File: src/rtl/alu_ctrl_if.sv
// Handshake, load, debug-read and ALU-side signal bundle for alu_ctrl.
// slave = the controller, master = upstream source / external ALU.
interface alu_ctrl_if #(
  parameter int unsigned WIDTH = 4,
  parameter int unsigned CODE  = 2
);
  logic [7:0]       instr;
  logic             instr_valid;
  logic             instr_ready;
  logic             ld_valid;
  logic [1:0]       ld_addr;
  logic [WIDTH-1:0] ld_data;
  logic [WIDTH-1:0] alu_a;
  logic [WIDTH-1:0] alu_b;
  logic [CODE-1:0]  alu_op;
  logic [WIDTH-1:0] alu_y;
  logic             alu_z;
  logic [1:0]       rd_addr;
  logic [WIDTH-1:0] rd_data;
  logic             done;
  logic             flag;

  modport slave (
    input  instr, instr_valid, ld_valid, ld_addr, ld_data, alu_y, alu_z, rd_addr,
    output instr_ready, alu_a, alu_b, alu_op, rd_data, done, flag
  );

  modport master (
    output instr, instr_valid, ld_valid, ld_addr, ld_data, alu_y, alu_z, rd_addr,
    input  instr_ready, alu_a, alu_b, alu_op, rd_data, done, flag
  );
endinterface

File: src/rtl/alu_ctrl.sv
// Multi-cycle sequencer feeding an external ALU from a 4-entry register file.
// Optional: define ALU_CTRL_R0_ZERO_EN to hardwire r0 to zero.
module alu_ctrl #(
  parameter int unsigned WIDTH = 4,
  parameter int unsigned CODE  = 2
) (
  input logic       clk,
  input logic       rst,
  alu_ctrl_if.slave bus
);
  localparam int unsigned REGS = 4;
  localparam int unsigned AW   = 2;
`ifdef ALU_CTRL_R0_ZERO_EN
  localparam logic R0_ZERO = 1'b1;
`else
  localparam logic R0_ZERO = 1'b0;
`endif

  typedef enum logic [1:0] {S_IDLE, S_ISSUE, S_EXEC, S_WB} state_e;

  state_e           state_q;
  logic [WIDTH-1:0] rf_q [REGS];
  logic [WIDTH-1:0] rf_view [REGS];
  logic [7:0]       ir_q;
  logic [WIDTH-1:0] res_q;
  logic [WIDTH-1:0] res_d;
  logic [WIDTH-1:0] alu_a_q;
  logic [WIDTH-1:0] alu_b_q;
  logic [CODE-1:0]  alu_op_q;
  logic             flag_q;
  logic             done_q;
  logic             instr_ready_c;
  logic [AW-1:0]    ir_dst;
  logic [AW-1:0]    ir_srca;
  logic [AW-1:0]    ir_srcb;

  assign ir_dst  = ir_q[5:4];
  assign ir_srca = ir_q[3:2];
  assign ir_srcb = ir_q[1:0];

  function automatic logic wr_allowed(input logic [AW-1:0] addr);
    return !(R0_ZERO && (addr == '0));
  endfunction

  // Architectural view of the register file (r0 masked when hardwired).
  always_comb begin
    for (int unsigned i = 0; i < REGS; i++) rf_view[i] = rf_q[i];
    if (R0_ZERO) rf_view[0] = '0;
  end

  // Word ops take the ALU word; compare ops take the zero-extended flag.
  assign res_d = alu_op_q[1] ? WIDTH'(bus.alu_z) : bus.alu_y;

  assign instr_ready_c = (state_q == S_IDLE) && !bus.ld_valid;

  always_ff @(posedge clk) begin
    if (rst) begin
      state_q  <= S_IDLE;
      for (int unsigned i = 0; i < REGS; i++) rf_q[i] <= '0;
      ir_q     <= '0;
      res_q    <= '0;
      alu_a_q  <= '0;
      alu_b_q  <= '0;
      alu_op_q <= '0;
      flag_q   <= 1'b0;
      done_q   <= 1'b0;
    end else begin
      case (state_q)
        S_IDLE: begin
          if (bus.ld_valid) begin
            if (wr_allowed(bus.ld_addr)) rf_q[bus.ld_addr] <= bus.ld_data;
          end else if (bus.instr_valid) begin
            ir_q    <= bus.instr;
            state_q <= S_ISSUE;
          end
        end
        S_ISSUE: begin
          alu_a_q  <= rf_view[ir_srca];
          alu_b_q  <= rf_view[ir_srcb];
          alu_op_q <= CODE'(ir_q[7:6]);
          state_q  <= S_EXEC;
        end
        S_EXEC: begin
          res_q   <= res_d;
          done_q  <= 1'b1;
          state_q <= S_WB;
        end
        S_WB: begin
          if (wr_allowed(ir_dst)) rf_q[ir_dst] <= res_q;
          flag_q  <= res_q[0];
          done_q  <= 1'b0;
          state_q <= S_IDLE;
        end
        default: state_q <= S_IDLE;
      endcase
    end
  end

  assign bus.instr_ready = instr_ready_c;
  assign bus.alu_a       = alu_a_q;
  assign bus.alu_b       = alu_b_q;
  assign bus.alu_op      = alu_op_q;
  assign bus.rd_data     = rf_view[bus.rd_addr];
  assign bus.done        = done_q;
  assign bus.flag        = flag_q;

endmodule

File: src/flat_wrapper.sv
// flat-port wrapper written by rule: the top's interface ports become plain ports
module alu_ctrl_flat 
#(
  parameter int unsigned WIDTH = 4,
  parameter int unsigned CODE  = 2
)
  (clk, rst, bus_instr, bus_instr_valid, bus_ld_valid, bus_ld_addr, bus_ld_data, bus_alu_y, bus_alu_z, bus_rd_addr, bus_instr_ready, bus_alu_a, bus_alu_b, bus_alu_op, bus_rd_data, bus_done, bus_flag);
  alu_ctrl_if #(.WIDTH(WIDTH), .CODE(CODE)) bus_i ();
  input logic clk;
  input logic rst;
  input wire logic [$bits(bus_i.instr)-1:0] bus_instr;
  input wire logic [$bits(bus_i.instr_valid)-1:0] bus_instr_valid;
  input wire logic [$bits(bus_i.ld_valid)-1:0] bus_ld_valid;
  input wire logic [$bits(bus_i.ld_addr)-1:0] bus_ld_addr;
  input wire logic [$bits(bus_i.ld_data)-1:0] bus_ld_data;
  input wire logic [$bits(bus_i.alu_y)-1:0] bus_alu_y;
  input wire logic [$bits(bus_i.alu_z)-1:0] bus_alu_z;
  input wire logic [$bits(bus_i.rd_addr)-1:0] bus_rd_addr;
  output wire logic [$bits(bus_i.instr_ready)-1:0] bus_instr_ready;
  output wire logic [$bits(bus_i.alu_a)-1:0] bus_alu_a;
  output wire logic [$bits(bus_i.alu_b)-1:0] bus_alu_b;
  output wire logic [$bits(bus_i.alu_op)-1:0] bus_alu_op;
  output wire logic [$bits(bus_i.rd_data)-1:0] bus_rd_data;
  output wire logic [$bits(bus_i.done)-1:0] bus_done;
  output wire logic [$bits(bus_i.flag)-1:0] bus_flag;
  assign bus_i.instr = bus_instr;
  assign bus_i.instr_valid = bus_instr_valid;
  assign bus_i.ld_valid = bus_ld_valid;
  assign bus_i.ld_addr = bus_ld_addr;
  assign bus_i.ld_data = bus_ld_data;
  assign bus_i.alu_y = bus_alu_y;
  assign bus_i.alu_z = bus_alu_z;
  assign bus_i.rd_addr = bus_rd_addr;
  assign bus_instr_ready = bus_i.instr_ready;
  assign bus_alu_a = bus_i.alu_a;
  assign bus_alu_b = bus_i.alu_b;
  assign bus_alu_op = bus_i.alu_op;
  assign bus_rd_data = bus_i.rd_data;
  assign bus_done = bus_i.done;
  assign bus_flag = bus_i.flag;
  alu_ctrl #(.WIDTH(WIDTH), .CODE(CODE)) u_core (.clk(clk), .rst(rst), .bus(bus_i));
endmodule
File: config.mk
export PLATFORM = sky130hd
export DESIGN_NAME = alu_ctrl_flat
export DESIGN_NICKNAME = d
export VERILOG_FILES = /design/src/rtl/alu_ctrl_if.sv /design/src/rtl/alu_ctrl.sv /design/src/flat_wrapper.sv
export SDC_FILE = /design/constraint.sdc
export NUM_CORES = 1
export LEC_CHECK = 0
export CAP_MARGIN = 5
export CORE_MARGIN = 4
export CORE_UTILIZATION = 45
export DETAILED_ROUTE_END_ITERATION = 10
export HOLD_SLACK_MARGIN = 0.05
export PLACE_DENSITY = 0.71
export SETUP_SLACK_MARGIN = 0.4
export SYNTH_ARGS = -nofsm -noshare
export SYNTH_HDL_FRONTEND = slang
export SYNTH_SLANG_ARGS = --single-unit
File: constraint.sdc
create_clock -name clk -period 2.5 [get_ports clk]
set_input_delay 0.75 -clock clk [delete_from_list [all_inputs] [get_ports clk]]
set_output_delay 0.75 -clock clk [all_outputs]
set_load 0.03 [all_outputs]
==> results of run 1 <==
[routing by layer]
metal  routed length, um  vias up  part of all wire (%)
met5                   0        -                     0
met4                  69        0                   1.5
met3                 260        9                   5.7
met2                2370       63                    52
met1                1890      741                    41
li1                    -      727                     -
[cells in the final DEF (no fill, tap or decap), types with 2 or more instances in the layout]
cell             synthesis  final
nor2_1                  35     35
clkdlybuf4s50_1          0     28
dfxtp_1                 26     26
mux2i_1                 19     19
edfxtp_1                16     16
mux4_2                  12     12
buf_4                    1      8
inv_1                    7      7
nand2_1                  7      7
nor2b_1                  7      7
a21oi_1                  6      6
nand4b_1                 5      5
clkbuf_8                 2      5
buf_6                    4      5
a21o_1                   4      4
ha_1                     5      4
dlymetal6s2s_1           0      4
nand2b_1                 3      3
and4bb_2                 2      2
nand3b_1                 2      2
a211oi_1                 2      2
[registers in the layout, indices dropped and copies added (netlist names)]
register / cells
u_core.res_q: 4
u_core.bus.flag: 1
u_core.rf_q: 16
u_core.state_q: 2
u_core.bus.alu_a: 4
u_core.bus.alu_b: 4
u_core.ir_q: 8
u_core.bus.alu_op: 2
u_core.bus.done: 1
[per-stage QoR]
step,util [%],power [mW],instances
5_1_grt,60.2,2.42,276
6_report,60.2,2.30,276
3_3_place_gp,57.1,1.77,267
2_1_floorplan,-,1.57,177
4_1_cts,59.6,2.28,275
3_5_place_dp,57.1,1.82,267
[critical path, delay by kind of cell]
kind / cells / cell delay (ns)
buffers and inverters: 3 / 0.34
muxes: 1 / 0.49
[power breakdown]
part	switching [mW]	internal, mW
Clock	0.242	0.196
Sequential	0.0950	0.847
Combinational	0.479	0.437
[synthesized netlist by cell type, drive strengths merged]
cell type  count
nor2          35
dfxtp         26
mux2i         19
edfxtp        16
mux4          12
buf            8
inv            7
nand2          7
nor2b          7
a21oi          6
ha             5
nand4b         5
a21o           4
nand2b         3
a211oi         2
and4bb         2
clkbuf         2
nand3b         2
a21bo          1
a21boi         1
a311oi         1
nand3          1
nor3           1
o21ai          1
o221ai         1
o22ai          1
o2bb2ai        1
[timing repair]
action                     in CTS  in global routing
buffers inserted                0                  1
pin swaps                       1                  1
setup endpoints to repair       6                 13
gates resized for setup        35                 10
[cell type report]
type / count / area (sq um) / area share [%]
multi-input combinational: 118 / 998 / 37.3
inverter: 7 / 26.3 / 0.981
tap: 52 / 65.1 / 2.43
timing repair buffer: 49 / 497 / 18.6
clock buffer: 5 / 68.8 / 2.57
sequential: 42 / 1000 / 37.4
clock inverter: 3 / 21.3 / 0.794
[logic make-up (layout without fill, tap and decap cells)]
logic type	Yosys count	in the layout	share of synthesized area, %
adder cells (fa/ha/maj)	5	5	2.97
flip-flops	42	42	47.5
buffers and inverters	17	64	5.76
AO/OA/AOI/OAI	19	19	7.06
AND/OR/NAND/NOR	63	63	14.9
multiplexers	31	31	21.8
[path summary, 6_finish.rpt]
kind	startpoint	end	slack, ns	cells past startpoint
setup / recovery	bus_rd_addr[0]	bus_rd_data[1]	0.18	4
hold / removal	u_core.bus.flag	u_core.bus.flag	0.51	2
setup reg to reg	u_core.state_q[0]	u_core.rf_q[3][0]	0.63	7
hold reg to reg	u_core.bus.flag	u_core.bus.flag	0.51	2
==> impl_summary.md, run 1 <==
Yosys
The post-synth design cell area is 2110 sq um. Synthesis produced a netlist with a net count of 207. The yosys synthesis warning count is 0. Summed over its instances, the top area cell type makes up 24.7% of the synthesized netlist area. The synthesis-stage register bit count is 42. In this run, distinct cell masters in the synthesized netlist total 29. The share of the Yosys chip area taken by registers is 47.5%.

The synthesized design spends more area on one cell type than any other, namely dfxtp_1. Yosys attributes the largest share of cell area to dfxtp_1 25%, edfxtp_1 23%, mux4_2 13%. The number of instances in the synthesized netlist is 177. Dividing the synthesized area by the synthesized cell count gives 11.9 sq um.

Placed design
The detailed placer's ending HPWL is 3560 um. Once placement finished, the instance area stood at 2540 sq um. The global placer's final weighted congestion is 0.821.

The count of buffers added on input and output ports is 41. OpenSTA, run right after detailed placement, puts the worst setup slack at -0.764 ns.

Global routing
The first global-routing pass estimated 7710 um of wire. Global routing finished with a remaining overflow of 0. The largest net degree at the start of global routing is 31. In this run the most used layer during global routing was met2.

The number of global-route vias before repair is 1573. The global-route total usage across every layer is 16.5%. The met3 layer usage reported by global route is 4.26%. In the global route stage, met1 resource usage came out at 19.6%.

In the global route stage, met2 resource usage came out at 29.2%. The number of antenna violations at the first check in global routing is 0.

Run status
The run finished with clean final reports.

Die
Row generation in the floorplan step produced 24 rows. The chip width is 76.4 um. The die covers 5840 sq um. The core area is 4440 sq um. Measured along the y axis, the die boundary spans 76.4 um. The initial core utilization is 47.4%. 42 I/O pins were placed.

Timing
The worst-margin pin slew is 0.620 ns. On the final layout, the worst hold slack is 0.506 ns. Timing would allow up to 0.431 GHz.

The worst clock skew is 0.00921 ns. The worst pin sits at a relative slew slack of 58.6%. Of the available clock period, the critical path in the final layout requires 92.7%. The final period demand of the worst path is 2.32 ns. In the post-route analysis, the smallest setup slack over all paths is 0.181 ns. The count of endpoints failing hold in the final timing report came to 0. Setup violations remaining at the end of the flow were counted as 0. The number of max-slew violations in the final report was 0. The total negative slack for setup checks is 0 ns. Setup repair after global routing could not meet its margin everywhere.

Route
The routed via count divided by cell count is 5.58. For this run, design rule violations remaining after detail routing come to 0. The pre-antenna-repair detailed-routing pass consisted of 5 iterations. The detail-routed net length per standard cell is 16.6 um.

The count of routing violations after the opening detailed-route iteration is 130. The routed via count is 1540. Once detail routing completed, the nets flagged for antenna violations numbered 0. For this block, the routed nets add up to 4590 um of wire.

Cells and area
The number of filler cells placed in the layout is 340. In the final design database the tool counted 253 nets. The post-synthesis to final-layout area growth is 27.0%. The final design instance area without fill is 2680 sq um. The share of layout cells above drive strength 1 is 18.8%.

The number of antenna cells inserted is 0.

Clocking
The number of buffers inserted by hold repair at cts is 0. Counting the buffers created by CTS gives 5. The CTS tree is done. The clock drives 42 sinks. The tree is rooted in a clkbuf_8. After clock tree synthesis, the clock-pin slew on the worst setup and hold paths is 0.08 ns. The clock tree synthesis step divided the H-tree into 2 levels. Clock latency on the worst-skew pair, taken at its later pin, is 0.30 ns. The clock passes through at most 2 buffers.

Setup path
For this run, the slowest stage of the critical path takes 0.49 ns. The largest driver fanout on the critical path is 4. The critical path is of the input pin to output pin type. The critical-path cell with the highest stage delay is mux4_2.

Data on the critical path arrives at its endpoint at 1.57 ns. The critical path launch point type is an input pin. Data on the critical path is required at its endpoint by 1.75 ns. The cell repeated most along the worst path is buf_6. The signal on the critical path passes through buf_12 -> buf_6 -> mux4_2 -> buf_6. The capturing element type of the critical path is an output pin.

Hold path
The type of the worst min-delay path is flip-flop to flip-flop.

Pwr
The power density of the placed cells is 858 nW/um^2. The leakage power total is 1.13 nW. The largest voltage drop on the vdd net is 0.400 mV.

Job
The max capacitance violation total is 0.
Power figures use the tool's default switching activity.
==> run 2: changes to the inputs <==
Settings changed: CORE_UTILIZATION 45 to 30, PLACE_DENSITY 0.71 to not set.
==> impl_summary.md, run 2 (synthesized netlist as in run 1, its figures left out) <==
Clocking
The root buffer cell chosen for the clock tree is clkbuf_8. The clock insertion delay at the later pin of the skew report is 0.29 ns. TritonCTS created 5 clock buffers. The number of H-tree branching levels is 2. Clock-pin slew was measured on the worst setup and hold paths at 0.07 ns. Counting every sink on the clock net gives 42.

The CTS tree is done. The clock passes through at most 2 buffers.

Hold path
The type of the worst min-delay path is flip-flop to flip-flop. In this run the most critical hold path is launched from u_core.bus.done. The worst hold path passes through 2 cells. The worst min-delay path endpoint is u_core.bus.done.

Global routing
In the global route stage, overall resource usage came out at 10.9%. Summed over all layers, the global routing overflow is 0. The largest net degree at the start of global routing is 31. The most utilized layer in the global route result is met2.

Global routing consumed, on the met3 layer, 3.04% of the routing resources. The number of global-route vias before repair is 1434. The met1 usage is 13.8%. The wire length of the first global-routing pass is 7220 um. The routing usage on met2 is 18.0%. The number of antenna violations at the first check in global routing is 0.

Die
The area of the die is 8430 sq um. The count of standard-cell rows is 30. The initial utilization of the core area, before any placement, comes to 31.0%. 42 I/O pins were placed. The chip width is 91.8 um. The core area is 6790 sq um. The y dimension of the die is 91.8 um.

Cells and area
The share of layout cells above drive strength 1 is 19.9%. The post-synthesis to final-layout area growth is 29.5%. The area taken by flip-flops and latches is 1000 sq um.

The number of antenna cells inserted is 0. The library cell used most frequently in the layout, excluding fill and tap cells, is nor2_1. The share of the core filled with cells is 40.2%.

The register with the most flip-flops in the layout has 16 of them. The final layout net count is 255. After filler insertion, the fill cell instance count of the layout stands at 676. The top cell types in the final layout, fill and taps aside, are 35 x nor2_1, 29 x clkdlybuf4s50_1, 26 x dfxtp_1, 19 x mux2i_1, 16 x edfxtp_1.

In the final layout, the multi-input gates occupy 998 sq um. The largest registers in the layout are u_core.rf_q x16, u_core.ir_q x8. The final cell count without fillers is 322. Counting flops per register, the top entry is u_core.rf_q.

Route
The overall routed net length is 4420 um. After detailed routing, the average wire length per cell comes to 13.7 um. The post-route DRC violation count is 0. The detailed router finished its first iteration with 52 violations. In the routed layout, each cell is associated on average with a via count of 4.46. The remaining antenna violation count is 0.

For this run, the detailed router's first-pass iteration total came to 4. The routed layout has 1436 vias.

Timing
Setup repair after global routing could not meet its margin everywhere. Based on the critical path, the design can be clocked at up to 0.428 GHz. Across the routed clock network, the largest skew measured is 0.00775 ns.

Measured against its own limit, the worst slew margin works out to 57.1%. The worst hold slack is 0.480 ns. The worst path in the final design needs a cycle of 2.34 ns, including I/O delays and setup. The count of endpoints failing hold in the final timing report is 0. The number of max-slew violations in the final report is 0.

The worst-margin pin slew is 0.643 ns. The number of endpoints failing setup at the final stage is 0. The post-route fraction of the period consumed by the critical path is 93.5%.

Setup path
The depth of the worst register-to-register path is 7. The critical path launch point type is an input pin. The register-to-register setup slack is 0.63 ns.

The slowest stage of the critical path belongs to the cell mux4_2. The total buffers and inverters traversed by the critical path is 3. Data arrives at the worst endpoint at 1.59 ns. The signal on the critical path passes through buf_8 -> buf_6 -> mux4_2 -> buf_6. The cell repeated most along the worst path is buf_6. The largest single stage delay on the critical path is 0.50 ns. The worst register-to-register path ends at u_core.rf_q[3][0].

STA classifies the critical path endpoint as an output pin. In this run the critical register-to-register path is launched from u_core.state_q[1]. The type of the setup path with the least slack is input pin to output pin. The cell family contributing the most delay on the critical path is multiplexers. The required arrival time at the worst endpoint is 1.75 ns. In this run the worst path has a maximum fanout of 3.

Pwr
In this run switching power makes up 34.3% of total power. VDD sags by at most 0.401 mV. The internal power of the cells is 1.51 mW. For this design the static power due to leakage is 1.11 nW. In this run, the clock network consumes 18.3% of the power. The fraction of power consumed by sequential logic is 41.1%. The share of total power dissipated in combinational logic is 40.7%. Summed over all nets, the switching power comes to 0.788 mW. The power density of the placed cells is 842 nW/um^2.

Job
The max capacitance violation total is 0.

Placed design
The detailed placer's ending HPWL is 3470 um. In this run the tool buffered the top-level ports with 41 buffer cells. The global placer's final weighted congestion is 0.735. The number of placed instances, taps included is 311.

Run status
The flow ran to the end, and the final reports show no timing, DRC or antenna violations.
[run 2: cell count changes in the layout (fill, tap and decap cells not counted), sizes merged]
cell           previous run  this run
buf                      14        16
clkbuf                    5         7
clkdlybuf4s15             2         1
clkdlybuf4s50            28        29
clkinvlp                  1         0
dlymetal6s2s              4         3
[run 2: routing by layer]
layer  up-vias  wire length (um)
li1        730                 -
met1       672              2040
met2        30              2180
met3         4               173
met4         0                36
met5         -                 0
[run 2: worst max path at each step]
stage | start | to | slack, ns | cells after the start
detailed placement | bus_rd_addr[0] | bus_rd_data[0] | -0.66 | 3
finish | bus_rd_addr[0] | bus_rd_data[2] | 0.16 | 4
floorplan | bus_ld_valid | bus_instr_ready | 0.41 | 2
global route | bus_rd_addr[0] | bus_rd_data[1] | 0.13 | 4
CTS | bus_rd_addr[0] | bus_rd_data[2] | 0.16 | 4
global placement | bus_rd_addr[0] | bus_rd_data[0] | -0.67 | 3
[run 2: metrics by stage]
step / total power [mW] / setup TNS, ns / instance area (sq um) / setup WS [ns]
2_1_floorplan: 1.57 / 0 / 2110 / 0.408
3_3_place_gp: 1.80 / -1.72 / 2590 / -0.669
5_1_grt: 2.44 / 0 / 2730 / 0.133
6_report: 2.30 / 0 / 2730 / 0.163
3_5_place_dp: 1.81 / -1.71 / 2590 / -0.659
4_1_cts: 2.27 / 0 / 2700 / 0.158
[run 2: final cells by class]
type	instances	share of cell area (%)
clock inverter	2	0.504
multi-input combinational	118	36.6
timing repair buffer	51	18.2
inverter	7	0.962
clock buffer	6	2.66
tap	96	4.40
sequential	42	36.7
[run 2: power groups by stage]
stage	combinational, mW	sequential, mW	clock [mW]
final	0.935	0.944	0.421
after global placement	0.843	0.956	0
after floorplan	0.580	0.988	0
after CTS	0.890	0.943	0.435
after global routing	1.02	0.961	0.459
after detailed placement	0.854	0.959	0
[run 2: timing repair]
action	4_1_cts	5_1_grt
hold buffers	0	0
endpoints found under the hold margin	0	0
resized for setup	22	10
pin swaps	0	1
buffers inserted	0	3
setup endpoints to repair	6	8
[run 2: worst reg2reg max path, stage by stage (launching register included)]
cell and delay (ns):
dfxtp_1 0.39, inv_2 0.09, ha_4 0.19, buf_4 0.16, and4bb_2 0.25, o21ai_0 0.15, a21boi_0 0.20, buf_4 0.17
